--- src/rtl/edl_ctrl_pkg.sv ---
// Shared types and helpers for the clocked EDL stage controller.
package edl_ctrl_pkg;

    typedef enum logic [2:0] {
        IDLE,
        LATCH,
        DELAY,
        SAMPLE,
        ERR,
        REQ
    } state_t;

    localparam int ERR_MODE_EXTEND = 0;
    localparam int ERR_MODE_REPLAY = 1;

    // Width of the shared delay counter: it must hold max(DELAY_B, DELAY_E).
    function automatic int cnt_width(input int delay_b, input int delay_e);
        int longest;
        longest = (delay_b > delay_e) ? delay_b : delay_e;
        return $clog2(longest + 1);
    endfunction

endpackage

--- src/rtl/edl_delay_cnt.sv ---
// Loadable down-counter used for both the main delay and the error window.
// done is high while the count is zero; the count then holds at zero.
module edl_delay_cnt #(
    parameter int W = 3
) (
    input  logic         clk,
    input  logic         rst,
    input  logic         load,
    input  logic [W-1:0] load_val,
    input  logic         dec,
    output logic         done
);

    logic [W-1:0] cnt;

    // Count register: load has priority over decrement.
    // NOTE: sequential state uses non-blocking assignments so every flop samples pre-edge values.
    always_ff @(posedge clk or posedge rst) begin
        if (rst) begin
            cnt <= '0;
        end else if (load) begin
            cnt <= load_val;
        end else if (dec && (cnt != '0)) begin
            cnt <= cnt - 1'b1;
        end
    end

    assign done = (cnt == '0);

endmodule

--- src/rtl/edl_ctrl_sync.sv ---
// Clocked EDL bundled-data stage controller with 4-phase handshakes on both
// sides, counter-based delays, extend/replay error recovery and a saturating
// error counter.
module edl_ctrl_sync
    import edl_ctrl_pkg::*;
#(
    parameter int NUM_EDL  = 4,
    parameter int DELAY_B  = 5,
    parameter int DELAY_E  = 5,
    parameter int ERR_MODE = 0,
    parameter int CNT_W    = 8
) (
    input  logic               clk,
    input  logic               rst,
    input  logic               l_req,
    output logic               l_ack,
    output logic               r_req,
    input  logic               r_ack,
    input  logic [NUM_EDL-1:0] err,
    input  logic               err_clr,
    output logic               latch_en,
    output logic               sample,
    output logic               err_flag,
    output logic [CNT_W-1:0]   err_cnt
);

    localparam int CW = cnt_width(DELAY_B, DELAY_E);

    // The counter is loaded on the edge that enters LATCH (or ERR), so the
    // LATCH cycle itself is the first of the DELAY_B cycles before SAMPLE and
    // ERR lasts exactly DELAY_E cycles.
    localparam logic [CW-1:0] LOAD_B = CW'(DELAY_B - 1);
    localparam logic [CW-1:0] LOAD_E = CW'(DELAY_E - 1);

    state_t          state;
    state_t          state_nxt;
    logic            cnt_load;
    logic [CW-1:0]   cnt_load_val;
    logic            cnt_dec;
    logic            cnt_done;
    logic            err_any;
    logic            start;

    assign err_any = |err;

    // r_req is decoded from REQ, so it is always low in IDLE and needs no term here.
    assign start   = l_req && !l_ack && !r_ack;
    assign cnt_dec = (state == LATCH) || (state == DELAY) || (state == ERR);

    edl_delay_cnt #(
        .W(CW)
    ) u_delay_cnt (
        .clk     (clk),
        .rst     (rst),
        .load    (cnt_load),
        .load_val(cnt_load_val),
        .dec     (cnt_dec),
        .done    (cnt_done)
    );

    // State register.
    always_ff @(posedge clk or posedge rst) begin
        if (rst) begin
            state <= IDLE;
        end else begin
            state <= state_nxt;
        end
    end

    // Next-state, counter loads and Moore strobes.
    // NOTE: every signal gets a default before the case so no latch is inferred.
    always_comb begin
        state_nxt    = state;
        cnt_load     = 1'b0;
        cnt_load_val = LOAD_B;
        latch_en     = 1'b0;
        sample       = 1'b0;
        err_flag     = 1'b0;
        r_req        = 1'b0;
        case (state)
            IDLE: begin
                if (start) begin
                    state_nxt    = LATCH;
                    cnt_load     = 1'b1;
                    cnt_load_val = LOAD_B;
                end
            end
            LATCH: begin
                latch_en  = 1'b1;
                state_nxt = cnt_done ? SAMPLE : DELAY;
            end
            DELAY: begin
                if (cnt_done) begin
                    state_nxt = SAMPLE;
                end
            end
            SAMPLE: begin
                sample = 1'b1;
                if (err_any) begin
                    state_nxt    = ERR;
                    cnt_load     = 1'b1;
                    cnt_load_val = LOAD_E;
                end else begin
                    state_nxt = REQ;
                end
            end
            ERR: begin
                err_flag = 1'b1;
                if (cnt_done) begin
                    if (ERR_MODE == ERR_MODE_REPLAY) begin
                        state_nxt    = LATCH;
                        cnt_load     = 1'b1;
                        cnt_load_val = LOAD_B;
                    end else begin
                        state_nxt = REQ;
                    end
                end
            end
            REQ: begin
                r_req = 1'b1;
                if (r_ack) begin
                    state_nxt = IDLE;
                end
            end
            default: begin
                state_nxt = IDLE;
            end
        endcase
    end

    // Left acknowledge: raised when a token is accepted, so a replay LATCH
    // leaves it alone; dropped the cycle after l_req is seen low.
    always_ff @(posedge clk or posedge rst) begin
        if (rst) begin
            l_ack <= 1'b0;
        end else if ((state == IDLE) && start) begin
            l_ack <= 1'b1;
        end else if (l_ack && !l_req) begin
            l_ack <= 1'b0;
        end
    end

    // Saturating count of erroneous samples; a clear beats a same-cycle increment.
    always_ff @(posedge clk or posedge rst) begin
        if (rst) begin
            err_cnt <= '0;
        end else if (err_clr) begin
            err_cnt <= '0;
        end else if ((state == SAMPLE) && err_any && (err_cnt != '1)) begin
            err_cnt <= err_cnt + 1'b1;
        end
    end

endmodule

--- config.mk ---
export PLATFORM = sky130hd
export DESIGN_NAME = edl_ctrl_sync
export DESIGN_NICKNAME = d
export VERILOG_FILES = /design/src/rtl/edl_ctrl_pkg.sv /design/src/rtl/edl_delay_cnt.sv /design/src/rtl/edl_ctrl_sync.sv
export SDC_FILE = /design/constraint.sdc
export NUM_CORES = 1
export LEC_CHECK = 0
export CORE_MARGIN = 4
export CORE_UTILIZATION = 50
export CTS_BUF_LIST = sky130_fd_sc_hd__clkbuf_8
export DETAILED_ROUTE_END_ITERATION = 12
export DONT_BUFFER_PORTS = 1
export GPL_TIMING_DRIVEN = 1
export PLACE_DENSITY = 0.63
export REMOVE_ABC_BUFFERS = 1
export SYNTH_ARGS = -nofsm -noshare
export SYNTH_HDL_FRONTEND = slang
export SYNTH_SLANG_ARGS = --single-unit
--- constraint.sdc ---
create_clock -name clk -period 3.6 [get_ports clk]
set_input_delay 0.72 -clock clk [delete_from_list [all_inputs] [get_ports clk]]
set_output_delay 0.72 -clock clk [all_outputs]
set_load 0.02 [all_outputs]
==> impl.org, run 1 <==
** Run status
- Outcome :: complete, no violations

** Route
- In the final routed layout, each cell accounts on average for 14.74 microns.
- Total length of routed wires :: 1725 microns
- The detail route stage leaves a number of antenna-violating nets equal to 0.
- Post-detailed-route via-to-cell ratio :: slightly below 6
- Number of DRC violations after detailed routing :: 0
- Number of DRC violations after detailed-routing iteration 0 :: 3
- Summing over every cut layer, the via total after detailed routing is ~680.
- Router iterations before antenna repair :: 4

** Critical path
- STA classifies the critical path endpoint as an output pin.
- Critical Path RT :: between 2 and 3 ns
- STA classifies the critical path startpoint as a flop.
- The worst setup path is of the flop to output pin kind.
- Data on the critical path arrives at its endpoint at approximately 1.5 ns.
- Count of cells along the worst register-to-register path :: 4
- Worst reg2reg path endpoint :: err_cnt[6]$_DFFE_PP0P_
- Reg-to-reg critical path startpoint :: state[1]$_DFFE_PP0P_
- Top fanout value on the critical path :: 10
- The setup check on the worst reg-to-reg path leaves a slack of 1.72 ns.

** Final layout
- In the final layout, the multi-input gates occupy 470.5 sq um.
- Fill cell total of the finished layout :: around 160
- Ratio of cells with drive above 1 in the final layout :: approximately a tenth
- Core Util, Final :: around 55%
- After the last flow step, the layout net total stands at around 110.
- P&R area growth vs syn :: 4.138%
- Register area :: around 380 sq um
- The repair_antennas step left the layout with diodes totalling 0.

** Floorplan
- Std cell rows :: 15
- The floorplan step defined a die boundary enclosing 0.002560 sq mm.
- Floorplan die width :: just over 50 microns
- For this configuration, the core starts out at a cell density of between 50 and 60%.
- Die extent in y :: ~51 microns
- The region available for standard cell placement spans ~0.0017 sq mm.
- For this design the top-level I/O count stands at 22.

** Logic synthesis
- Netlist area before placement :: approximately 910 sq um
- Library cell occupying the most area in the post-synthesis netlist :: sky130_fd_sc_hd__dfrtp_1
- Gate count after technology mapping :: 93
- After synthesis, the most frequently instantiated cells are 15 x sky130_fd_sc_hd__dfrtp_1, 9 x sky130_fd_sc_hd__a21oi_1, 7 x sky130_fd_sc_hd__nor2_1.
- Most frequent cell after synthesis :: sky130_fd_sc_hd__dfrtp_1
- Area share of the leading cell type in the synthesized netlist :: between 40% and 50%
- After synthesis, flip-flops and latches occupy between 40% and 50% of the total area.
- Synthesis-stage register bit count :: 15
- The Yosys step of the flow raised 0 warnings.
- Number of library cell types mapped by synthesis :: 39
- For this run, asynchronously set or reset flops after synthesis account for 100.0%.
- Among all flip-flop cells after synthesis, the most frequent one is sky130_fd_sc_hd__dfrtp_1.
- The synthesized design contains 0 enable-type register cells.
- Post-Syn Area per Cell :: slightly below 10 sq um
- Sorting the synthesized cells by area gives the leading types as sky130_fd_sc_hd__dfrtp_1 41%, sky130_fd_sc_hd__a21oi_1 5.0%, sky130_fd_sc_hd__ha_1 4.1%.

** STA
- Setup violations remaining at the end of the flow were counted as 0.
- At the pin with the least slew margin, the transition time is just under 0.7 ns.
- Worst clock skew :: around 0.0009 ns
- The total count of max-transition violations in the final report came to 0.
- Number of endpoints with negative hold slack in the final report :: 0
- Of the available clock period, the critical path in the final layout requires 60.27%.
- Time the final worst path needs with I/O delays and setup :: about 2.2 ns
- Adding up every negative setup slack in the final design gives 0 ns.
- Unrepaired setup endpoints after global routing :: false
- Max-slew headroom at the worst pin :: roughly 54%
- For this run, the top clock speed supported by timing is about 460 MHz.

** Clock tree
- Number of setup buffers added after CTS :: 0
- Counting along the longest clock path gives a buffer depth of 2.
- After clock tree synthesis, the clock-pin slew on the worst setup and hold paths is around 0.060 ns.
- In this run the clock root is driven by a sky130_fd_sc_hd__clkbuf_8.
- TritonCTS built the clock tree.
- Gates resized during post-CTS repair numbered 0.
- Counting every sink on the clock net gives 15.
- Clock latency on the worst-skew pair :: about 0.25 ns
- Inserted Clock Buffers :: 3
- In this run the number of H-tree levels came out at 1.
- Hold repair after CTS inserted 0 buffers.

** Min path
- Type of the most critical hold path :: input port to asynchronous set/reset pin

** GRT
- All-Layer GR Usage :: between 10% and 20%
- First-pass GRT wire length :: 2960 microns
- After global routing the overflow that remains totals 0.
- Entering global routing, the biggest net connects 16 pins.
- Via count of the first global-routing pass :: ~630
- Antenna violations before repair :: 0

** Power and ir drop
- Total power per unit cell area :: about 710 mW/mm^2
- Total leakage power :: 0.0004402 uW
- IR analysis of the VDD net gives a maximum drop of 0.3505 mV.

** Place
- Half-perimeter wire length after placement :: ~1200 microns
- The congestion estimate from routability-driven global placement came to ~0.75.
- Buffers placed on the I/O ports in this run total 0.

** Run
- The tool flagged a number of max-cap violations equal to 0.
-- layout by cell type, fill, tap and decap left out --
cell type	count
sky130_fd_sc_hd__nand4_2	1
sky130_fd_sc_hd__xor2_1	3
sky130_fd_sc_hd__nor3b_1	2
sky130_fd_sc_hd__mux2i_1	2
sky130_fd_sc_hd__clkbuf_8	3
sky130_fd_sc_hd__a21o_1	1
sky130_fd_sc_hd__nand2_1	2
sky130_fd_sc_hd__dfrtp_1	15
sky130_fd_sc_hd__nor3_1	1
sky130_fd_sc_hd__nor4b_1	1
sky130_fd_sc_hd__o21ai_1	3
sky130_fd_sc_hd__or4_4	1
sky130_fd_sc_hd__inv_1	7
sky130_fd_sc_hd__nand3b_1	1
sky130_fd_sc_hd__nand2b_1	1
sky130_fd_sc_hd__nand3_1	4
sky130_fd_sc_hd__or3_1	5
sky130_fd_sc_hd__nor2_1	7
sky130_fd_sc_hd__a21oi_1	9
sky130_fd_sc_hd__o21ba_2	1
sky130_fd_sc_hd__o2111ai_1	1
sky130_fd_sc_hd__o31ai_1	1
sky130_fd_sc_hd__and3_1	1
sky130_fd_sc_hd__a211o_1	1
sky130_fd_sc_hd__nor2b_1	1
sky130_fd_sc_hd__xnor2_1	1
sky130_fd_sc_hd__or4_1	1
sky130_fd_sc_hd__o21a_1	1
sky130_fd_sc_hd__o2111ai_2	1
sky130_fd_sc_hd__o211ai_4	1
sky130_fd_sc_hd__a31oi_1	2
sky130_fd_sc_hd__nor3b_2	1
sky130_fd_sc_hd__and3b_1	1
sky130_fd_sc_hd__ha_1	3
sky130_fd_sc_hd__nor4_1	1
sky130_fd_sc_hd__o21ai_0	4
-- layout make-up --
type                       instances  area share (%)
sequential                        15           39.74
tap                               25           3.311
clock buffer                       3           4.371
inverter                           6           2.384
clock inverter                     1          0.3974
multi-input combinational         67           49.80
-- metrics by stage --
| stage | std cells | cell area, sq um | hold WS [ns] | total power (uW) | setup slack (ns) |
|---|---|---|---|---|---|
| after floorplan | 88 | 868.3 | 0.4976 | 489.8 | 1.784 |
| after global placement | 113 | 899.6 | 0.5256 | 534.0 | 1.702 |
| after detailed placement | 113 | 899.6 | 0.5311 | 538.3 | 1.709 |
| after CTS | 117 | 944.7 | 0.4265 | 674.8 | 1.425 |
| after global routing | 117 | 944.7 | 0.4554 | 723.9 | 1.296 |
| final | 117 | 944.7 | 0.4097 | 668.4 | 1.430 |
-- routing by layer --
| layer | track usage (%) | routed length [microns] | vias to the layer above | share of wire (%) |
|---|---|---|---|---|
| li1 | - | - | 334 | - |
| met1 | 19.44 | 780 | 327 | 45 |
| met4 | 2.691 | 10 | 0 | 0.58 |
| met5 | 0 | 0 | - | 0 |
| met2 | 21.96 | 772 | 19 | 45 |
| met3 | 7.418 | 162 | 3 | 9.4 |
-- critical path: stages, from the launching register on --
cell and delay, ns:
sky130_fd_sc_hd__dfrtp_1 0.51, sky130_fd_sc_hd__inv_1 0.10, sky130_fd_sc_hd__nor3b_1 0.59
-- how the worst max path moves through the flow --
stage | from | end | slack (ns) | cells past startpoint
2_1_floorplan | err[3] | u_delay_cnt.cnt[2]$_DFFE_PP0P_ | 1.78 | 4
3_3_place_gp | state[2]$_DFFE_PP0P_ | r_req | 1.70 | 2
3_5_place_dp | state[2]$_DFFE_PP0P_ | r_req | 1.71 | 2
4_1_cts | state[2]$_DFFE_PP0P_ | r_req | 1.43 | 2
5_1_grt | state[2]$_DFFE_PP0P_ | r_req | 1.30 | 2
6_report | state[2]$_DFFE_PP0P_ | r_req | 1.43 | 2
-- flip-flops by register name (all words and copies together), names as in the netlist --
signal,count
u_delay_cnt.cnt,3
err_cnt,8
state,3
l_ack,1
-- power breakdown --
group / switching (uW) / total, uW / internal [uW]
logic: 136 / 255 / 118
clock network: 57.4 / 133 / 75.5
registers: 71.4 / 281 / 209
-- kinds of logic after synthesis --
family / count (synthesis) / share of synthesized area, %
simple gates: 32 / 21.93
xor+xnor: 4 / 3.863
fa+ha+maj: 3 / 4.138
mux: 2 / 2.207
buf+inv: 11 / 6.758
flops: 15 / 41.38
compound gates: 26 / 19.72
Power figures use the tool's default switching activity.
==> run 2: changes to the inputs <==
==> constraint.sdc (replaced) <==
create_clock -name clk -period 2.05 [get_ports clk]
set_input_delay 0.41 -clock clk [delete_from_list [all_inputs] [get_ports clk]]
set_output_delay 0.41 -clock clk [all_outputs]
set_load 0.02 [all_outputs]
==> run 2 against run 1 <==
Combinational power rose by 89%. Non-clock buffer count rose by 4. Hold slack got worse by 0.31 ns. Flip-flop and latch count did not move. Die area did not move. Sequential share of layout area fell by 1.3 points. Critical endpoint is now sample. Largest power group unchanged. Highest routed layer unchanged.
==> impl.org, run 2 (synthesis gave the netlist of run 1 again) <==
** Run status
- Outcome: complete, no violations (unchanged).

** Critical path
- Buf/Inv on CP :: 1 (unchanged)
- Critical Path Source Type :: flop (unchanged)
- The highest-delay cell along the critical path is sky130_fd_sc_hd__dfrtp_1 (was sky130_fd_sc_hd__nor3b_1).
- Critical Path RT :: 1.64 ns (was 2.88 ns)
- Cell depth of the worst setup path :: 2 (unchanged)
- The cell count of the worst reg-to-reg path came to 5 (was 4).
- The largest incremental delay on the critical path was 0.56 ns (was 0.59 ns).
- The slack of the worst reg-to-reg path is 0.31 ns (was 1.72 ns).
- Top fanout value on the critical path :: 12 (was 10)
- The kind of cell adding the most delay to the critical path is flip-flops (was simple AND/OR/NAND/NOR gates).
- Worst path cell trace :: and3b_1 > buf_4 (was inv_1 > nor3b_1)
- The endpoint type of the worst setup path is an output pin (unchanged).
- Crit Path Class :: flop to output pin (unchanged)
- Data arrival at the endpoint of the critical path :: 1.35 ns (was 1.45 ns)

** Floorplan
- The area enclosed by the die boundary came to 0.002560 sq mm (unchanged).
- Floorplan die width :: 50.60 microns (unchanged)
- The area inside the core boundary is 0.001727 sq mm (unchanged).
- The standard-cell row count is 15 (unchanged).
- The I/O pin total came to 22 (unchanged).
- The die span in y came to 50.60 microns (unchanged).
- Initial Utilization :: 52.54% (unchanged)

** Final layout
- The final layout net count was 109 (was 105).
- Largest registers in the final layout: err_cnt (8), state (3), u_delay_cnt.cnt (3) (unchanged).
- The layout overhead on the synthesized area was 7.586% (was 4.138%).
- Most frequent cells in the layout: 15 x sky130_fd_sc_hd__dfrtp_1, 9 x sky130_fd_sc_hd__a21oi_1, 7 x sky130_fd_sc_hd__nor2_1, 6 x sky130_fd_sc_hd__inv_1, 5 x sky130_fd_sc_hd__or3_1 (was 15 x sky130_fd_sc_hd__dfrtp_1, 9 x sky130_fd_sc_hd__a21oi_1, 7 x sky130_fd_sc_hd__nor2_1, 7 x sky130_fd_sc_hd__inv_1, 5 x sky130_fd_sc_hd__or3_1).
- The register bank with the most flops is err_cnt (unchanged).
- The number of flip-flops under the largest register name is 8 (unchanged).
- Leading cell type in the layout, fill and taps excluded :: sky130_fd_sc_hd__dfrtp_1 (unchanged)
- The ratio of cells with drive above 1 in the final layout is 14.58% (was 9.783%).
- Count of antenna diodes in the layout :: 0 (unchanged)

** Route
- The mean number of vias per cell came to 5.612 (was 5.838).
- Router iterations before antenna repair :: 4 (unchanged)
- The remaining design rule violation count is 0 (unchanged).
- Number of DRC violations after detailed-routing iteration 0 :: 5 (was 3)
- Routed WL per cell :: 13.95 microns (was 14.74 microns)
- Number of vias after detailed routing :: 679 (was 683)
- Final ANT Viol Nets :: 0 (unchanged)
- Total length of routed wires :: 1688 microns (was 1725 microns)

** Clock tree
- Post-CTS Hold Buffers :: 0 (unchanged)
- Inserted Clock Buffers :: 3 (unchanged)
- The clock slew seen by the registers of the worst setup and hold paths was 0.06 ns (about the same).
- The number of levels in the clock H-tree came to 1 (unchanged).
- Clock root buffer master :: sky130_fd_sc_hd__clkbuf_8 (unchanged)
- The source-to-sink clock delay at the later pin of the worst-skew pair is 0.24 ns (was 0.25 ns).
- Resize count post-CTS :: 0 (unchanged)
- The buffer levels on the longest clock path was 2 (unchanged).
- CTS tree :: yes (unchanged)
- Number of setup buffers added after CTS :: 0 (unchanged)
- Number of sinks on the clock net :: 15 (unchanged)

** STA
- Unrepaired setup endpoints after global routing: false (unchanged).
- Final setup TNS :: 0 ns (unchanged)
- The slew at the pin closest to its max-slew limit came to 0.5670 ns (was 0.6831 ns).
- Number of max-slew violations in the final report :: 0 (unchanged)
- Max-slew headroom at the worst pin :: 62.16% (was 54.36%)
- For the finished layout, the period the worst path requires is 1.764 ns.
- Number of endpoints with negative hold slack in the final report :: 0 (unchanged)
- Final setup violation count :: 0 (unchanged)
- The final worst-path setup slack was 0.2861 ns (was 1.430 ns).
- The maximum clock skew at final layout came to 0.002895 ns (was 0.0008815 ns).
- Maximum clock rate :: 566.9 MHz
- Share of the clock period used by the worst path :: between 80% and 90%

** Place
- Half-perimeter wire length after placement :: 1266 microns (was 1243 microns)
- Placer's final routability congestion estimate :: 0.7913 (was 0.7503)
- Port bufs :: 0 (unchanged)
- The setup slack at placement came to 0.3150 ns (was 1.709 ns).

** Power and ir drop
- Worst IR drop on VDD :: 0.5744 mV (was 0.3505 mV)
- The leakage power figure was 0.0004602 uW (was 0.0004402 uW).
- Total power per unit cell area :: 1236 mW/mm^2 (was 707.6 mW/mm^2)

** GRT
- The first-pass GRT wire length was 2973 microns (was 2960 microns).
- Via count of the first global-routing pass :: 638 (was 626)
- All-Layer GR Usage :: 14.97% (was 14.79%)
- The initial antenna violation count is 0 (unchanged).
- The pin count of the biggest net entering global routing was 16 (unchanged).
- The total global routing overflow is 0 (unchanged).

** Run
- Max-capacitance violation count :: 0 (unchanged)

** Min path
- Type of the most critical hold path :: input port to asynchronous set/reset pin (unchanged)
run 2: changes by cell type in the layout (fill, tap and decap cells not counted), sizes merged:
cell,before,now
clkinv,0,1
inv,7,6
buf,0,4
run 2: final timing paths:
kind,startpoint,to
max reg2reg,err_cnt[0]$_DFFE_PP0P_,err_cnt[6]$_DFFE_PP0P_
min reg2reg,u_delay_cnt.cnt[2]$_DFFE_PP0P_,u_delay_cnt.cnt[2]$_DFFE_PP0P_
max in group asynchronous,rst,err_cnt[4]$_DFFE_PP0P_
max,state[1]$_DFFE_PP0P_,sample
min,rst,err_cnt[2]$_DFFE_PP0P_
min in group clk,err_clr,err_cnt[6]$_DFFE_PP0P_
run 2: metrics by stage:
step           total power (uW)  hold WS (ns)  area, sq um  std cells  utilization, %
5_1_grt                    1316        0.1298        975.9        121           56.52
4_1_cts                    1223        0.1105        975.9        121           56.52
3_5_place_dp              981.5        0.3777        929.6        117           53.84
2_1_floorplan             860.2        0.3115        868.3         88               -
3_3_place_gp              972.4        0.3868        929.6        117           53.84
6_report                   1206        0.1042        975.9        121           56.52
run 2: final cells by class:
class                   count  area (sq um)
fillers                   164         750.7
multi-input cells          67         470.5
flip-flops and latches     15         375.4
clock buffers               3         41.29
well taps                  25         31.28
repair buffers              4         30.03
inverters                   6         22.52
clock inverters             1         5.005
run 2: metal layers:
layer	track usage, %	part of all wire [%]	vias to the layer above
met5	0	0	-
met4	2.691	0.83	0
met3	7.122	8.6	2
met2	23.04	43	16
met1	19.22	47	317
li1	-	-	344
run 2: power by group:
group	switching, uW	internal (uW)
registers	122	368
logic	248	235
clock network	99.3	134
